[src/rtl/idli_sqi_arb_m.sv]
// idli_sqi_arb_m: shares the SQI memory port between fetch and LSU, one full quad-SPI transaction per grant
module idli_sqi_arb_m #(
    parameter int          ADDR_NIBBLES = 6,
    parameter int          DUMMY_CYCLES = 2,
    parameter logic [7:0]  CMD_RD       = 8'h03,
    parameter logic [7:0]  CMD_WR       = 8'h02
) (
    input  logic        i_core_gck,
    input  logic        i_core_rst_n,
    input  logic        i_arb_fetch_req,
    input  logic [15:0] i_arb_fetch_addr,
    input  logic        i_arb_lsu_req,
    input  logic        i_arb_lsu_we,
    input  logic [15:0] i_arb_lsu_addr,
    input  logic [15:0] i_arb_lsu_wdata,
    output logic        o_arb_fetch_ack,
    output logic        o_arb_lsu_ack,
    output logic [15:0] o_arb_rdata,
    output logic        o_arb_busy,
    output logic        o_arb_sqi_cs,
    output logic        o_arb_sqi_sck_en,
    output logic        o_arb_sqi_mode,
    output logic [3:0]  o_arb_sqi_data,
    input  logic [3:0]  i_arb_sqi_data
);
    localparam int         AW       = ADDR_NIBBLES * 4;
    localparam logic [2:0] ADDR_LD  = 3'(ADDR_NIBBLES - 1);
    localparam logic [2:0] DUMMY_LD = 3'(DUMMY_CYCLES > 0 ? DUMMY_CYCLES - 1 : 0);
    typedef enum logic [2:0] {IDLE, CMD, ADDR, DUMMY, DATA, DONE} state_t;
    state_t      state_q, state_d;
    logic [2:0]  cnt_q, cnt_d;
    logic        owner_q, owner_d;
    logic        we_q, we_d;
    logic [15:0] addr_q, addr_d, wdata_q, wdata_d, rdata_q, rdata_d;
    logic        cs_q, sck_en_q;
    logic        active_d;
    logic [7:0]  cmd_w;
    logic [AW-1:0] addr_ext_w;
    always_comb begin
        state_d = state_q;
        cnt_d   = cnt_q - 3'd1;
        owner_d = owner_q;
        we_d    = we_q;
        addr_d  = addr_q;
        wdata_d = wdata_q;
        rdata_d = rdata_q;
        case (state_q)
            IDLE: begin
                cnt_d = 3'd1;
                if (i_arb_fetch_req || i_arb_lsu_req) begin
                    state_d = CMD;
                    // owner_q doubles as last owner: on contention the other side wins
                    owner_d = i_arb_lsu_req && (!i_arb_fetch_req || !owner_q);
                    we_d    = owner_d && i_arb_lsu_we;
                    addr_d  = owner_d ? i_arb_lsu_addr : i_arb_fetch_addr;
                    wdata_d = i_arb_lsu_wdata;
                end
            end
            CMD: if (cnt_q == 3'd0) begin
                state_d = ADDR;
                cnt_d   = ADDR_LD;
            end
            ADDR: if (cnt_q == 3'd0) begin
                state_d = (we_q || DUMMY_CYCLES == 0) ? DATA : DUMMY;
                cnt_d   = (we_q || DUMMY_CYCLES == 0) ? 3'd3 : DUMMY_LD;
            end
            DUMMY: if (cnt_q == 3'd0) begin
                state_d = DATA;
                cnt_d   = 3'd3;
            end
            DATA: begin
                rdata_d = we_q ? rdata_q : {rdata_q[11:0], i_arb_sqi_data};
                state_d = (cnt_q == 3'd0) ? DONE : DATA;
            end
            default: state_d = IDLE;
        endcase
    end
    assign active_d = state_d inside {CMD, ADDR, DUMMY, DATA};
    always_ff @(posedge i_core_gck or negedge i_core_rst_n) begin
        if (!i_core_rst_n) begin
            state_q  <= IDLE;
            cnt_q    <= '0;
            owner_q  <= 1'b1;
            we_q     <= 1'b0;
            addr_q   <= '0;
            wdata_q  <= '0;
            rdata_q  <= '0;
            cs_q     <= 1'b1;
            sck_en_q <= 1'b0;
        end else begin
            state_q  <= state_d;
            cnt_q    <= cnt_d;
            owner_q  <= owner_d;
            we_q     <= we_d;
            addr_q   <= addr_d;
            wdata_q  <= wdata_d;
            rdata_q  <= rdata_d;
            cs_q     <= !active_d;
            sck_en_q <= active_d;
        end
    end
    assign cmd_w            = we_q ? CMD_WR : CMD_RD;
    assign addr_ext_w       = AW'(addr_q);
    assign o_arb_sqi_mode   = (state_q == DUMMY) || (state_q == DATA && !we_q);
    assign o_arb_sqi_data   = o_arb_sqi_mode  ? 4'h0 :
                              state_q == CMD  ? (cnt_q[0] ? cmd_w[7:4] : cmd_w[3:0]) :
                              state_q == ADDR ? addr_ext_w[{cnt_q, 2'b00} +: 4] :
                              state_q == DATA ? wdata_q[{cnt_q[1:0], 2'b00} +: 4] : 4'h0;
    assign o_arb_fetch_ack  = (state_q == DONE) && !owner_q;
    assign o_arb_lsu_ack    = (state_q == DONE) && owner_q;
    assign o_arb_rdata      = rdata_q;
    assign o_arb_busy       = state_q != IDLE;
    assign o_arb_sqi_cs     = cs_q;
    assign o_arb_sqi_sck_en = sck_en_q;
endmodule

[config.mk]
export PLATFORM = sky130hd
export DESIGN_NAME = idli_sqi_arb_m
export DESIGN_NICKNAME = d
export VERILOG_FILES = /design/src/rtl/idli_sqi_arb_m.sv
export SDC_FILE = /design/constraint.sdc
export NUM_CORES = 1
export LEC_CHECK = 0
export BUFFER_PORTS_ARGS = -buffer_cell sky130_fd_sc_hd__buf_2
export CAP_MARGIN = 10
export CORE_MARGIN = 2
export CORE_UTILIZATION = 50
export DETAILED_ROUTE_END_ITERATION = 8
export GPL_TIMING_DRIVEN = 0
export PLACE_DENSITY = 0.87
export SLEW_MARGIN = 20
export SYNTH_ARGS = -nofsm -noshare
export SYNTH_HDL_FRONTEND = slang
export SYNTH_SLANG_ARGS = --single-unit
[constraint.sdc]
create_clock -name i_core_gck -period 3.8 [get_ports i_core_gck]
set_input_delay 0.76 -clock i_core_gck [delete_from_list [all_inputs] [get_ports i_core_gck]]
set_output_delay 0.76 -clock i_core_gck [all_outputs]
set_load 0.02 [all_outputs]
==> impl_metrics.env <==
export IMPL_cp_required_ns=3.04
export IMPL_status="completed"
export IMPL_slew_viol_final=0
export IMPL_synthTopCellsByArea="dfrtp_1 (50%), nand2_1 (9.3%), mux2i_1 (6.8%)"
export IMPL_cts_tree="done"
export IMPL_clockBufferDepth=2
export IMPL_vdd_drop_max_v=0.0003692
export IMPL_clkLatencyLatePin_ns=0.34
export IMPL_hpwl_mm=4.616
export IMPL_placed_cells=416
export IMPL_slew_headroom=0.5363
export IMPL_core_rowCount=27
export IMPL_synthToLayoutAreaGrowth_pct=24.75
export IMPL_synth_edf_count=0
export IMPL_gp_congestion=0.8902
export IMPL_synth_async_sr_flop_share=1.000
export IMPL_yosysTopAreaCell="dfrtp_1"
export IMPL_max_cap_violations=0
export IMPL_power_leakage_uw=0.001716
export IMPL_max_freq_mhz=341.6
export IMPL_synth_cells=262
export IMPL_design_area_um2=3487
export IMPL_skew_ns=0.01050
export IMPL_dr_pass1_iters=4
export IMPL_worstSetupStartpointType="register"
export IMPL_powerDensity_nw_per_um2=855.2
export IMPL_wire_per_inst_um=14.67
export IMPL_layout_commonest_cell="buf_2"
export IMPL_initial_core_util=0.5139
export IMPL_placed_cell_area_um2=3298
export IMPL_synthesis_nets=321
export IMPL_synth_top_cell_area_share=0.5013
export IMPL_final_setup_viol_count=0
export IMPL_cts_hold_buf=0
export IMPL_dieArea_um2=6205
export IMPL_cts_sinks=58
export IMPL_grt_use_total=0.2233
export IMPL_die_w_um=78.77
export IMPL_grt_pass1_wl_mm=10.33
export IMPL_grt_max_degree=59
export IMPL_drc_errors=0
export IMPL_syn_area_um2=2795
export IMPL_post_cts_setup_buffer_count=0
export IMPL_tns_ns=0
export IMPL_cts_resized=0
export IMPL_num_vias=2276
export IMPL_htree_num_levels=3
export IMPL_antenna_left=0
export IMPL_n_antenna_cell=0
export IMPL_grt_overflow=0
export IMPL_ys_flop_type="dfrtp_1"
export IMPL_nNetsFinal=414
export IMPL_worst_hold_path_type="input pin to asynchronous set/reset pin"
export IMPL_root_buffer="clkbuf_8"
export IMPL_final_cells=432
export IMPL_cts_made_buffers=9
export IMPL_die_h_um=78.77
export IMPL_worstSetupEndpointType="output pin"
export IMPL_synth_cell_types=41
export IMPL_drtIter0Drc=144
export IMPL_final_cell_mix="buf_2 (86), nand2_1 (69), dfrtp_1 (56)"
export IMPL_vias_per_cell=5.269
export IMPL_fin_crit_ns=2.927
export IMPL_max_slew_worst_pin_slew_ns=0.6955
export IMPL_ios=83
export IMPL_core_area_um2=5439
export IMPL_synth_warnings=0
export IMPL_rsz0062_at_grt="no"
export IMPL_yosysSeqAreaShare=0.5201
export IMPL_cts_reportedPaths_clkPinSlew_ns=0.06
export IMPL_period_share=0.7703
export IMPL_avgSynthCellArea_um2=10.67
export IMPL_port_buffers=82
export IMPL_crit_arrival_ns=2.17
export IMPL_path_max_fanout=10
export IMPL_antenna_found_initial=0
export IMPL_final_hold_viol_count=0
export IMPL_wirelength_mm=6.338
export IMPL_drive_above_1_share=0.3500
export IMPL_crit_type="register to output pin"
export IMPL_postSynthRegisterBits=58
export IMPL_grt_pass1_vias=2224
==> kinds of logic after synthesis <==
logic type	synth area share
buffers and inverters	0.03715
DFF	0.5201
and+or+nand+nor	0.1549
adders and majority gates	0.008951
muxes	0.1849
AOI/OAI and AO/OA	0.09400
==> state kept, by name, summed over array words and instances, names as in the netlist <==
name              flops
addr_q               16
o_arb_rdata          16
wdata_q              16
cnt_q                 3
state_q               3
o_arb_sqi_cs          1
o_arb_sqi_sck_en      1
owner_q               1
we_q                  1
==> power breakdown <==
part           switching [uW]  internal (uW)  leakage (uW)
logic                     772            546      0.000920
registers                 186            929      0.000698
clock network             229            319     0.0000974
==> through the flow <==
| stage | power (uW) | hold WS (ns) | util | setup WS (ns) |
|---|---|---|---|---|
| final | 2982 | 0.4654 | 0.6411 | 0.8728 |
| after global routing | 3199 | 0.4884 | 0.6411 | 0.7549 |
| after CTS | 3000 | 0.4758 | 0.6411 | 0.8898 |
| after detailed placement | 2445 | 0.4609 | 0.6064 | 1.264 |
| after global placement | 2387 | 0.4525 | 0.6059 | 1.272 |
| after floorplan | 2029 | 0.4401 | - | 1.368 |
==> worst max-delay path: stages (launching register included) <==
cell and delay (ns):
dfrtp_1 0.47, buf_2 0.22, nor2_1 0.41, nand3_1 0.15, a221oi_1 0.36, buf_2 0.23
==> cells in the mapped netlist (3+ instances only) <==
cell and n:
o21ai_0 20, buf_2 5, inv_1 6, mux2_1 8, nor2_1 6, mux4_2 6
a21oi_1 5, dfrtp_1 56, mux2i_1 19, clkbuf_1 6, nand3_1 4, buf_4 3
nand2_1 69, nor2b_1 4, mux2_2 9
==> layout make-up <==
class                   count  area, um^2
clock buffers              13       148.9
multi-input cells         183        1237
clock inverters             3       40.04
flip-flops and latches     58        1454
plain buffers              15       81.33
well taps                  72       90.09
fillers                   456        1952
repair buffers             82       412.9
inverters                   6       22.52
==> path summary, 6_finish.rpt <==
| kind | slack [ns] | from | to | cells past startpoint |
|---|---|---|---|---|
| worst max-delay path | 0.87 | state_q[1] | o_arb_sqi_data[0] | 5 |
| worst min-delay path | 0.47 | i_core_rst_n | o_arb_rdata[15] | 1 |
| worst max register to register | 2.00 | cnt_q[0] | state_q[0] | 7 |
| worst min register to register | 0.47 | wdata_q[0] | wdata_q[0] | 2 |
| max in group asynchronous | 2.86 | i_core_rst_n | wdata_q[15] | 1 |
| min in group i_core_gck | 0.47 | wdata_q[0] | wdata_q[0] | 2 |
==> routing by layer <==
| metal | vias to the layer above | part of all wire | track usage |
|---|---|---|---|
| li1 | 1103 | - | - |
| met1 | 1062 | 0.42 | 0.2825 |
| met2 | 98 | 0.48 | 0.3547 |
| met3 | 13 | 0.078 | 0.07045 |
| met4 | 0 | 0.020 | 0.09825 |
| met5 | - | 0 | 0 |
Note: power is estimated with default switching activity, not from simulation.
